===== src/rtl/exec_datapath.sv =====
// exec_datapath: latches one decoded instruction, runs the ALU, optionally accesses a 2**ADDR_BITS-word data memory, returns result2; ports clk, rst (async active-low), op_valid, operand1, operand2, offset, opcode, sel1, sel3, w_r in; busy, result_valid, result2, zero_flag, carry_flag out
module exec_datapath #(
  parameter int DATA_WIDTH = 8,
  parameter int ADDR_BITS  = 5
) (
  input  logic                  clk,
  input  logic                  rst,
  input  logic                  op_valid,
  input  logic [DATA_WIDTH-1:0] operand1,
  input  logic [DATA_WIDTH-1:0] operand2,
  input  logic [DATA_WIDTH-1:0] offset,
  input  logic [3:0]            opcode,
  input  logic                  sel1,
  input  logic                  sel3,
  input  logic                  w_r,
  output logic                  busy,
  output logic                  result_valid,
  output logic [DATA_WIDTH-1:0] result2,
  output logic                  zero_flag,
  output logic                  carry_flag
);
  localparam logic [1:0] IDLE = 2'd0, EXEC = 2'd1, MEM = 2'd2, DONE = 2'd3;
  logic [1:0] state;
  logic [DATA_WIDTH-1:0] a_q, b_q, o_q, bb, alu_res;
  logic [3:0] op_q;
  logic s1_q, s3_q, wr_q, alu_c;
  logic [ADDR_BITS-1:0] addr_q;
  logic [DATA_WIDTH-1:0] mem [2**ADDR_BITS];
  logic [DATA_WIDTH:0] add_x, sub_x, inc_x, dec_x;
  assign bb = s3_q ? o_q : b_q;
  assign add_x = {1'b0, a_q} + {1'b0, bb};
  assign sub_x = {1'b0, a_q} - {1'b0, bb};
  assign inc_x = {1'b0, a_q} + (DATA_WIDTH+1)'(1);
  assign dec_x = {1'b0, a_q} - (DATA_WIDTH+1)'(1);
  assign busy = state != IDLE;
  assign result_valid = state == DONE;
  always_comb begin
    alu_res = '0;
    alu_c = 1'b0;
    case (op_q)
      4'b0000: {alu_c, alu_res} = add_x;
      4'b0001: {alu_c, alu_res} = sub_x;
      4'b0010: alu_res = a_q & bb;
      4'b0011: alu_res = a_q | bb;
      4'b0100: alu_res = a_q ^ bb;
      4'b0101: alu_res = ~a_q;
      4'b0110: alu_res = a_q << bb[2:0];
      4'b0111: alu_res = a_q >> bb[2:0];
      4'b1000: {alu_c, alu_res} = inc_x;
      4'b1001: {alu_c, alu_res} = dec_x;
      4'b1010: alu_res = a_q;
      4'b1011: alu_res = bb;
      default: alu_res = '0;
    endcase
  end
  always_ff @(posedge clk or negedge rst) begin
    if (!rst) begin
      state <= IDLE;
      a_q <= '0;
      b_q <= '0;
      o_q <= '0;
      op_q <= '0;
      s1_q <= 1'b0;
      s3_q <= 1'b0;
      wr_q <= 1'b0;
      addr_q <= '0;
      result2 <= '0;
      zero_flag <= 1'b0;
      carry_flag <= 1'b0;
      for (int i = 0; i < 2**ADDR_BITS; i++) mem[i] <= '0;
    end else begin
      case (state)
        IDLE: if (op_valid) begin
          a_q <= operand1;
          b_q <= operand2;
          o_q <= offset;
          op_q <= opcode;
          s1_q <= sel1;
          s3_q <= sel3;
          wr_q <= w_r;
          state <= EXEC;
        end
        EXEC: begin
          addr_q <= alu_res[ADDR_BITS-1:0];
          zero_flag <= alu_res == '0;
          carry_flag <= alu_c;
          if (s1_q) result2 <= alu_res;
          state <= s1_q ? DONE : MEM;
        end
        MEM: begin
          // Loads see the pre-write word; stores echo the stored data back for write-back.
          if (wr_q) mem[addr_q] <= b_q;
          result2 <= wr_q ? b_q : mem[addr_q];
          state <= DONE;
        end
        default: state <= IDLE;
      endcase
    end
  end
endmodule


===== config.mk =====
export PLATFORM = sky130hd
export DESIGN_NAME = exec_datapath
export DESIGN_NICKNAME = d
export VERILOG_FILES = /design/src/rtl/exec_datapath.sv
export SDC_FILE = /design/constraint.sdc
export NUM_CORES = 1
export LEC_CHECK = 0
export ABC_AREA = 0
export CORE_ASPECT_RATIO = 0.5
export CORE_UTILIZATION = 25
export DETAILED_ROUTE_END_ITERATION = 10
export HOLD_SLACK_MARGIN = 0.06
export PLACE_DENSITY_LB_ADDON = 0.3
export SLEW_MARGIN = 20
export SYNTH_ARGS = -nofsm -noshare
export SYNTH_HDL_FRONTEND = slang
export SYNTH_SLANG_ARGS = --single-unit

===== constraint.sdc =====
create_clock -name clk -period 9.4 [get_ports clk]
set_input_delay 2.82 -clock clk [delete_from_list [all_inputs] [get_ports clk]]
set_output_delay 2.82 -clock clk [all_outputs]
set_load 0.05 [all_outputs]

## After elaboration in Yosys (flattened, before gate mapping)

Cells that the tools add are included.
Widths: inputs -> output; s select.

- Flip-flop bits (word level): 304
- Input port bits: 34
- Output and inout bits: 12
- Word-level logic and storage cells: 97

- Add/subtract/negate cells: 4
- $lt $le $gt $ge: 2
- Equal/unequal tests: 16
- Shift-type cells: 2
- Multiplexer cells: 15
- Bitwise logic cells: 5
- Reductions and logical operators: 9

Operators with widths:

| cell | count |
|---|---|
| $bwmux 256 | 1 |
| $pmux 8 s12 | 1 |
| $mux 8 | 6 |
| $bmux 8 s5 | 1 |
| $demux 8 s5 | 1 |
| $eq 4x3->1 const B | 4 |
| $eq 4x4->1 const B | 4 |
| $pmux 8 s2 | 1 |
| $add 8x1->9 const B | 1 |
| $add 8x8->9 | 1 |
| $sub 8x1->9 const B | 1 |
| $sub 8x8->9 | 1 |
| $and 8x8->8 | 1 |
| $eq 4x2->1 const B | 2 |
| $logic_not 8->1 | 1 |
| $not 8->8 | 1 |
| $or 8x8->8 | 1 |
| $shl 8x3->8 | 1 |
| $shr 8x3->8 | 1 |
| $xor 8x8->8 | 1 |
| $ge 6x6->1 const B | 1 |
| $lt 6x1->1 const B | 1 |
| $not 5->6 | 1 |
| $pmux 2 s3 | 1 |
| other kinds (12) | 17 |

## Logic depth before layout (Yosys ltp)

Gate-level depths: netlist of the first run.

- Word-level depth: 6
- Depth in mapped cells: 15
- Mapped depth without buffers: 13

## Worst setup path before layout of the first run

OpenSTA, ideal clock, no wires.

- Path type: register to output
- Start point: register state[0]
- End point: output port busy
- Arrival time: 1.021 ns
- Data required time: 6.580 ns
- Path slack: 5.559 ns
- Cell stages (with the launch flop): 4
- Buffers on the path: 0
- Cell sequence: dfrtp_1 inv_1 ha_1 inv_1

- Cells in the longest elaborated chain, start to end: 1

Ends and longest elaborated chain:

| what | RTL line | source |
|---|---|---|
| start, declared | 23 | `logic [1:0] state;` |
| start signal, assigned | 88 | `state <= s1_q ? DONE : MEM;` |
| $reduce_bool 2->1 | 35 | `assign busy = state != IDLE;` |
| end, declared | 16 | `output logic busy,` |

No other way between the ends.

## Final worst setup path of the first run

Same ends and word-level chain as after synthesis.

==> impl_metrics.env, run 1 <==
export IMPL_status="completed"
export IMPL_synth_compound_area_frac=0.0783
export IMPL_via_per_inst=4.85
export IMPL_worstHoldPathCells=2
export IMPL_grt_pass1_wl_microns=68200
export IMPL_synth_top_family_by_area="multiplexers"
export IMPL_synth_adder_area_share=0.0296
export IMPL_hold_viol=0
export IMPL_ys_flop_type="dfrtp_1"
export IMPL_min_delay_start="mem[186]"
export IMPL_muxShareOfSynthArea=0.316
export IMPL_hold_path_class="flop to flop"
export IMPL_rrSetupSlack_ps=4880
export IMPL_switchingPower_mw=2.75
export IMPL_wl_per_cell_microns=19.9
export IMPL_fmax_ghz=0.202
export IMPL_ff2ff_path_depth=12
export IMPL_critPathTopFamily="buffers and inverters"
export IMPL_power_report_internal_total_mw=3.86
export IMPL_synth_top_area_share=0.470
export IMPL_initialDrtViolationCount=832
export IMPL_max_vdd_ir_drop_uv=184
export IMPL_yosysSeqAreaShare=0.470
export IMPL_h_tree_depth=2
export IMPL_synth_top_area_cell="dfrtp_1"
export IMPL_cp_slowest_stage_delay_ps=800
export IMPL_grt_overflow=0
export IMPL_cp_max_fo=5
export IMPL_postCtsSetupRepairBufs=0
export IMPL_p_comb_frac=0.475
export IMPL_drive_gt1_frac=0.332
export IMPL_synth_cell_types=71
export IMPL_cp_arrival_ps=2140
export IMPL_synth_edf_count=0
export IMPL_cts_resized=0
export IMPL_drcViolationCount=0
export IMPL_die_area_sq_mm=0.0658
export IMPL_wl_microns=43400
export IMPL_maxSlewHeadroom=0.364
export IMPL_fp_dieH_microns=182
export IMPL_seqPwrFrac=0.332
export IMPL_grt_start_max_net_pins=127
export IMPL_yosys_area_share_simple=0.0713
export IMPL_cts_tree="built"
export IMPL_power_frac_clock=0.193
export IMPL_diodes=0
export IMPL_reg2reg_from="s3_q"
export IMPL_crit_path_top_delay_cell="clkdlybuf4s50_1"
export IMPL_antenna_found_initial=0
export IMPL_tightest_slew_ps=954
export IMPL_startpoint_type="flop"
export IMPL_gp_congestion=0.910
export IMPL_dr_pass1_iters=7
export IMPL_setup_viol=0
export IMPL_area_growth_pct=14.8
export IMPL_coreArea_sq_mm=0.0635
export IMPL_synthesis_area_sq_mm=0.0162
export IMPL_nets=1363
export IMPL_numCtsBuffers=34
export IMPL_yosysMostFrequentCell="dfrtp_1"
export IMPL_synth_area_leaders="dfrtp_1 (47%), mux2_2 (20%), mux4_2 (10%)"
export IMPL_synth_common_cells="dfrtp_1 (304), mux2_2 (281), nand2_1 (84)"
export IMPL_power_density_mw_per_mm2=356
export IMPL_cp_buffers_inverters=3
export IMPL_die_width_microns=362
export IMPL_synth_nets=1357
export IMPL_r2r_end="zero_flag"
export IMPL_avgSynthCellArea_sq_um=12.6
export IMPL_yosys_area_share_xor_xnor=0.00271
export IMPL_clock_latency_ps=510
export IMPL_min_to="mem[186]"
export IMPL_ant_nets=0
export IMPL_num_vias=10600
export IMPL_port_buffers=45
export IMPL_hpwl_microns=28400
export IMPL_syn_inst=1286
export IMPL_async_flop_share=1.00
export IMPL_numClockSinks=304
export IMPL_ios=46
export IMPL_timing_hold_ws_ps=479
export IMPL_crit_top_cell="inv_1"
export IMPL_crit_type="flop to output pin"
export IMPL_clockBufferDepth=3
export IMPL_start_util=0.255
export IMPL_clock_skew_final_ps=18.7
export IMPL_crit_path_cell_trace="inv_1, ha_1, inv_1, clkdlybuf4s50_1"
export IMPL_grt_util_all_layers=0.133
export IMPL_fin_crit_sh=0.527
export IMPL_fin_crit_ps=4960
export IMPL_max_cap_violations=0
export IMPL_crit_path_end_kind="output pin"
export IMPL_grt_pass1_vias=10700
export IMPL_cts_root_buf="clkbuf_16"
export IMPL_leakage_nw=8.10
export IMPL_holdBufCountCts=0
export IMPL_synth_seq_cells=304
export IMPL_fp_row_count=65
export IMPL_slew_viol_final=0
export IMPL_crit_required_ps=6580
export IMPL_finalSetupTns_ps=0
export IMPL_clkTransAtPathRegs_ps=60
export IMPL_grt_setup_unrepaired="no"
export IMPL_synth_warnings=0
export IMPL_power_switching_share=0.416
-- sequential cells by signal (all words and copies together) (netlist names) --
register / count
addr_q: 5
o_q: 8
result2: 8
mem: 256
wr_q: 1
state: 2
s3_q: 1
s1_q: 1
a_q: 8
b_q: 8
op_q: 4
carry_flag: 1
zero_flag: 1
-- routing by layer --
layer	wire length (microns)	track usage	share of wire
met3	1850	0.0145	0.043
met4	732	0.0308	0.017
met2	19400	0.204	0.45
met1	21400	0.199	0.49
met5	0	0	0
-- cells by family after synthesis --
kind of cell               after synthesis
AOI/OAI and AO/OA                      185
and+or+nand+nor                        246
muxes                                  382
DFF                                    304
xor gates and xnor gates                 5
adders and majority gates               37
buffers and inverters                  127
-- stage by stage --
step / util / worst slack (ps) / instances / power (mW) / cell area, sq um
after CTS: 0.292 / 4420 / 2180 / 6.64 / 18600
after detailed placement: 0.276 / 4930 / 2127 / 5.35 / 17500
after global routing: 0.292 / 4340 / 2180 / 7.04 / 18600
after floorplan: - / 5560 / 1286 / 4.36 / 16200
after global placement: 0.276 / 4900 / 2127 / 5.33 / 17500
final: 0.292 / 4440 / 2180 / 6.60 / 18600
-- worst min-delay path, stage by stage, from the launching register on --
cell and delay (ps):
dfrtp_1 340, nand2_1 50, o21ai_0 60
-- worst max path at each step --
stage             start       end  slack [ps]  cells after the start
2_1_floorplan  state[0]      busy        5560                      3
3_3_place_gp        rst  mem[206]        4900                      2
3_5_place_dp        rst  mem[198]        4930                      2
4_1_cts        state[0]      busy        4420                      4
5_1_grt        state[0]      busy        4340                      4
6_report       state[0]      busy        4440                      4
-- final cells by class --
| type | instances | area [sq um] |
|---|---|---|
| flip-flops and latches | 304 | 7610 |
| multi-input cells | 855 | 8060 |
| fillers | 6423 | 44900 |
| well taps | 871 | 1090 |
| repair buffers | 65 | 618 |
| inverters | 32 | 123 |
| clock inverters | 3 | 17.5 |
| clock buffers | 50 | 1040 |
-- cell usage in the layout (no fill, tap or decap), types with 4 or more instances in the layout --
cell,instances
nand3b_1,5
nor2_1,64
a311oi_1,4
ha_1,35
mux2_2,281
a211oi_1,12
a22oi_1,6
nand2_1,84
xnor2_1,5
clkbuf_16,37
nor2b_1,15
clkbuf_1,6
o21ai_0,31
nand3_1,17
mux4_2,72
nor4_1,7
a221oi_1,8
a21oi_1,41
nand4_1,4
mux2i_1,26
o22ai_1,6
buf_4,19
o221ai_1,6
inv_1,27
a31oi_1,12
clkdlybuf4s50_1,44
nor3_1,21
o211ai_1,15
dfrtp_1,302
o31ai_1,4
and2_1,7
clkbuf_8,7
nand2b_1,6
-- power groups by stage --
stage	clock, mW	combinational [mW]	sequential, mW
6_report	1.27	3.14	2.19
5_1_grt	1.36	3.41	2.27
2_1_floorplan	0	2.32	2.04
3_5_place_dp	0	3.13	2.22
3_3_place_gp	0	3.12	2.21
4_1_cts	1.31	3.14	2.20
No activity file was read; power rests on OpenSTA's default activity.
==> inputs of run 2 (changes only) <==
Clock period 9.4 ns to 5.1 ns, I/O delays scaled along.
==> run 2 against run 1 <==
Die area unchanged. Clock-buffer cell count rose by 2. Sequential power rose by 89%. Wire length up 2.8%. Global-route usage increased by 0.36 points. Clock power rose by 95%. Final area rose by 0.86%. Non-clock buffer count up 10. Worst hold slack improved by 4.3 ps. Utilization increased by 0.25 points. Total power grew 87%. Critical path type is now flop to flop. Largest power group unchanged.
==> impl_metrics.env, run 2 (synthesis results as in run 1) <==
export IMPL_switchingPower_mw=5.17
export IMPL_min_delay_start="mem[170]"
export IMPL_num_vias=10800
export IMPL_cts_resized=0
export IMPL_cp_arrival_ps=4540
export IMPL_grt_pass1_vias=10900
export IMPL_layout_commonest_cell="dfrtp_1"
export IMPL_ios=46
export IMPL_holdBufCountCts=0
export IMPL_maxSlewHeadroom=0.356
export IMPL_power_density_mw_per_mm2=658
export IMPL_grt_pass1_wl_microns=69600
export IMPL_startpoint_type="flop"
export IMPL_ant_nets=0
export IMPL_gp_congestion=0.913
export IMPL_status="completed"
export IMPL_grt_start_max_net_pins=103
export IMPL_worstHoldPathCells=2
export IMPL_finalSetupTns_ps=0
export IMPL_tightest_slew_ps=963
export IMPL_port_buffers=45
export IMPL_cp_startpoint="s3_q"
export IMPL_fp_row_count=65
export IMPL_grt_overflow=0
export IMPL_regMostFlops="mem"
export IMPL_multi_input_area_sq_mm=0.00805
export IMPL_dr_pass1_iters=5
export IMPL_wl_microns=44700
export IMPL_layout_common_cells="dfrtp_1 (302), mux2_2 (281), nand2_1 (84), mux4_2 (72), nor2_1 (64)"
export IMPL_cp_max_fo=16
export IMPL_reg2reg_from="s3_q"
export IMPL_fin_crit_sh=0.803
export IMPL_fmax_ghz=0.244
export IMPL_die_area_sq_mm=0.0658
export IMPL_clockBufferDepth=3
export IMPL_finalNonFillerCells=2200
export IMPL_power_switching_share=0.419
export IMPL_clock_skew_final_ps=32.4
export IMPL_ff2ff_path_depth=13
export IMPL_setup_viol=0
export IMPL_power_report_internal_total_mw=7.16
export IMPL_fp_dieH_microns=182
export IMPL_ff_latch_area_sq_mm=0.00761
export IMPL_largest_reg_flops=256
export IMPL_clkTransAtPathRegs_ps=60
export IMPL_leakage_nw=8.20
export IMPL_antenna_found_initial=0
export IMPL_hpwl_microns=29600
export IMPL_slew_viol_final=0
export IMPL_nets=1374
export IMPL_grt_util_all_layers=0.136
export IMPL_grt_setup_unrepaired="no"
export IMPL_crit_type="flop to flop"
export IMPL_h_tree_depth=2
export IMPL_cts_root_buf="clkbuf_16"
export IMPL_initialDrtViolationCount=938
export IMPL_post_place_cells=2137
export IMPL_area_growth_pct=15.8
export IMPL_fillCellCount=6472
export IMPL_p_comb_frac=0.462
export IMPL_seqPwrFrac=0.337
export IMPL_via_per_inst=4.90
export IMPL_crit_path_end_kind="flop"
export IMPL_numCtsBuffers=35
export IMPL_drcViolationCount=0
export IMPL_power_mw=12.3
export IMPL_hold_path_class="flop to flop"
export IMPL_crit_required_ps=5550
export IMPL_drive_gt1_frac=0.340
export IMPL_die_width_microns=362
export IMPL_numClockSinks=304
export IMPL_start_util=0.255
export IMPL_postCtsSetupRepairBufs=0
export IMPL_hold_viol=0
export IMPL_fin_crit_ps=4100
export IMPL_diodes=0
export IMPL_cts_tree="built"
export IMPL_power_frac_clock=0.201
export IMPL_max_vdd_ir_drop_uv=328
export IMPL_wl_per_cell_microns=20.3
export IMPL_max_cap_violations=0
export IMPL_coreArea_sq_mm=0.0635
export IMPL_clock_latency_ps=550
-- run 2: worst paths after layout --
check,endpoint,slack [ps]
max,zero_flag,1000
min,mem[170],480
max reg2reg,zero_flag,1000
min reg2reg,mem[170],480
max in group asynchronous,b_q[5],3140
min in group asynchronous,mem[11],1050
-- run 2: routing by layer --
layer  track usage  up-vias  share of wire
met3        0.0201       70          0.050
met5             0        -              0
met4        0.0415        0          0.026
met2         0.211      290           0.45
met1         0.197     5604           0.48
li1              -     4823              -
-- run 2: area by class of cell --
cell class	count	area share
clock inverters	11	0.00468
inverters	32	0.00655
flip-flops and latches	304	0.407
multi-input cells	855	0.430
repair buffers	75	0.0384
well taps	871	0.0582
clock buffers	52	0.0555
-- run 2: through the flow --
step	instance area (sq um)	utilization	hold WS [ps]	setup slack (ps)
final	18700	0.295	483	1000
after global placement	17600	0.277	461	1190
after floorplan	16200	-	445	1750
after global routing	18700	0.295	499	745
after CTS	18700	0.295	481	1040
after detailed placement	17600	0.277	468	1040
-- run 2: worst max-delay path, stage by stage, from the launching register on --
cell     delay [ps]
dfrtp_1         610
mux2i_4         300
buf_4           220
inv_2           240
ha_1            230
inv_1            70
fa_1            430
nor2b_1         130
o21ai_0         140
and4_1          240
nor4_1          280
nand4_1         240
or4_1           590
o41ai_2         280
-- run 2: power by group through the flow --
stage	Clock, mW	Combinational [mW]	Sequential (mW)
finish	2.48	5.70	4.15
detailed placement	0	5.66	4.20
CTS	2.55	5.68	4.16
floorplan	0	4.28	3.76
global route	2.66	6.15	4.29
global placement	0	5.65	4.19
==> inputs of run 3 (changes only) <==
Clock period 5.1 ns to 3.6 ns, I/O delays scaled along.
==> run 3 against run 2 <==
Clock power up 50%. First-iteration DRC count down 18%. Utilization up 0.74 points. Wire length up 1.1%. Maximum frequency up 20%. Final area up 2.5%. Worst setup slack worse by 810 ps. Critical path depth down 2. Largest power group unchanged. Largest cell class unchanged. Global-route usage up 0.091 points. Sequential power up 35%. Non-clock buffer count up 50. Die area unchanged.
==> impl_metrics.env, run 3 (synthesis results as in run 1) <==
export IMPL_cts_tree="built"
export IMPL_area_growth_pct=18.7
export IMPL_regMostFlops="mem"
export IMPL_numClockSinks=304
export IMPL_numCtsBuffers=35
export IMPL_via_per_inst=4.87
export IMPL_leakage_nw=8.49
export IMPL_wl_per_cell_microns=20.1
export IMPL_initialDrtViolationCount=767
export IMPL_cts_root_buf="clkbuf_16"
export IMPL_fp_row_count=65
export IMPL_cp_arrival_ps=3830
export IMPL_tightest_slew_ps=784
export IMPL_setup_viol=0
export IMPL_crit_type="flop to flop"
export IMPL_finalSetupTns_ps=0
export IMPL_grt_overflow=0
export IMPL_die_area_sq_mm=0.0658
export IMPL_antenna_found_initial=0
export IMPL_startpoint_type="flop"
export IMPL_hpwl_microns=30700
export IMPL_hold_path_class="flop to flop"
export IMPL_status="completed"
export IMPL_wl_microns=45200
export IMPL_crit_required_ps=4030
export IMPL_finalNonFillerCells=2248
export IMPL_fillCellCount=6452
export IMPL_diodes=0
export IMPL_clock_latency_ps=530
export IMPL_dr_pass1_iters=5
export IMPL_grt_pass1_vias=11000
export IMPL_port_buffers=45
export IMPL_power_density_mw_per_mm2=946
export IMPL_fp_dieH_microns=182
export IMPL_max_vdd_ir_drop_uv=359
export IMPL_clkTransAtPathRegs_ps=60
export IMPL_max_cap_violations=0
export IMPL_postCtsSetupRepairBufs=0
export IMPL_fmax_ghz=0.294
export IMPL_maxSlewHeadroom=0.477
export IMPL_grt_pass1_wl_microns=70200
export IMPL_largest_reg_flops=256
export IMPL_drcViolationCount=0
export IMPL_cp_max_fo=7
export IMPL_num_vias=10900
export IMPL_post_place_cells=2187
export IMPL_gp_congestion=0.917
export IMPL_fin_crit_ps=3400
export IMPL_hold_viol=0
export IMPL_ant_nets=0
export IMPL_clock_skew_final_ps=16.2
export IMPL_grt_start_max_net_pins=79
export IMPL_coreArea_sq_mm=0.0635
export IMPL_layout_common_cells="dfrtp_1 (302), mux2_2 (281), nand2_1 (84), buf_4 (74), mux4_2 (72)"
export IMPL_fin_crit_sh=0.946
export IMPL_clockBufferDepth=3
export IMPL_layout_commonest_cell="dfrtp_1"
export IMPL_holdBufCountCts=0
export IMPL_ios=46
export IMPL_cts_resized=0
export IMPL_crit_path_end_kind="flop"
export IMPL_start_util=0.255
export IMPL_nets=1424
export IMPL_drive_gt1_frac=0.363
export IMPL_grt_util_all_layers=0.137
export IMPL_die_width_microns=362
export IMPL_grt_setup_unrepaired="no"
export IMPL_h_tree_depth=2
export IMPL_slew_viol_final=0
run 3: cell types whose count changed in the layout (fill, tap and decap cells not counted), sizes merged:
cell      delta
clkinv       -5
clkinvlp     +1
buf         +50
clkbuf       -3
inv          +1
bufinv       +4
run 3: worst max-delay path: stages (launching register included):
cell and delay, ps:
dfrtp_1 420, buf_4 230, mux2i_1 420, buf_4 200
inv_1 40, ha_1 230, o211ai_1 190, a21oi_1 110
a211oi_1 410, nand4_1 210, or4_1 560, o41ai_2 280
run 3: final timing paths:
path                          start   endpoint  slack (ps)  cells past startpoint
setup reg to reg               s3_q  zero_flag         200                     11
min in group asynchronous       rst    mem[30]         550                      1
setup / recovery               s3_q  zero_flag         200                     11
max in group asynchronous       rst   mem[216]        2210                      2
hold reg to reg            mem[114]   mem[114]         480                      2
hold / removal             mem[114]   mem[114]         480                      2
run 3: final cells by class:
type | count | area, sq um | share of cell area
well taps | 871 | 1090 | 0.0568
clock buffers | 49 | 998 | 0.0520
multi-input cells | 855 | 8050 | 0.419
inverters | 32 | 123 | 0.00639
repair buffers | 125 | 1130 | 0.0589
flip-flops and latches | 304 | 7610 | 0.397
clock inverters | 12 | 189 | 0.00984
run 3: routing by layer:
metal	GRT usage	share of wire
met1	0.203	0.48
met2	0.210	0.45
met3	0.0182	0.047
met4	0.0364	0.021
met5	0	0
run 3: report_power, final:
group	leakage (nW)	total [mW]	switching, mW	internal (mW)
Clock	0.581	3.71	1.47	2.24
Combinational	3.84	8.83	4.93	3.90
Sequential	4.07	5.62	1.01	4.61
run 3: stage by stage:
| step | power [mW] | area, sq um | setup WS (ps) | hold slack (ps) | util |
|---|---|---|---|---|---|
| finish | 18.2 | 19200 | 195 | 478 | 0.302 |
| floorplan | 11.4 | 16200 | 255 | 445 | - |
| CTS | 18.2 | 19200 | 198 | 482 | 0.302 |
| global route | 19.3 | 19200 | 28.0 | 505 | 0.302 |
| detailed placement | 14.5 | 18000 | 217 | 469 | 0.284 |
| global placement | 14.4 | 18000 | 262 | 462 | 0.284 |
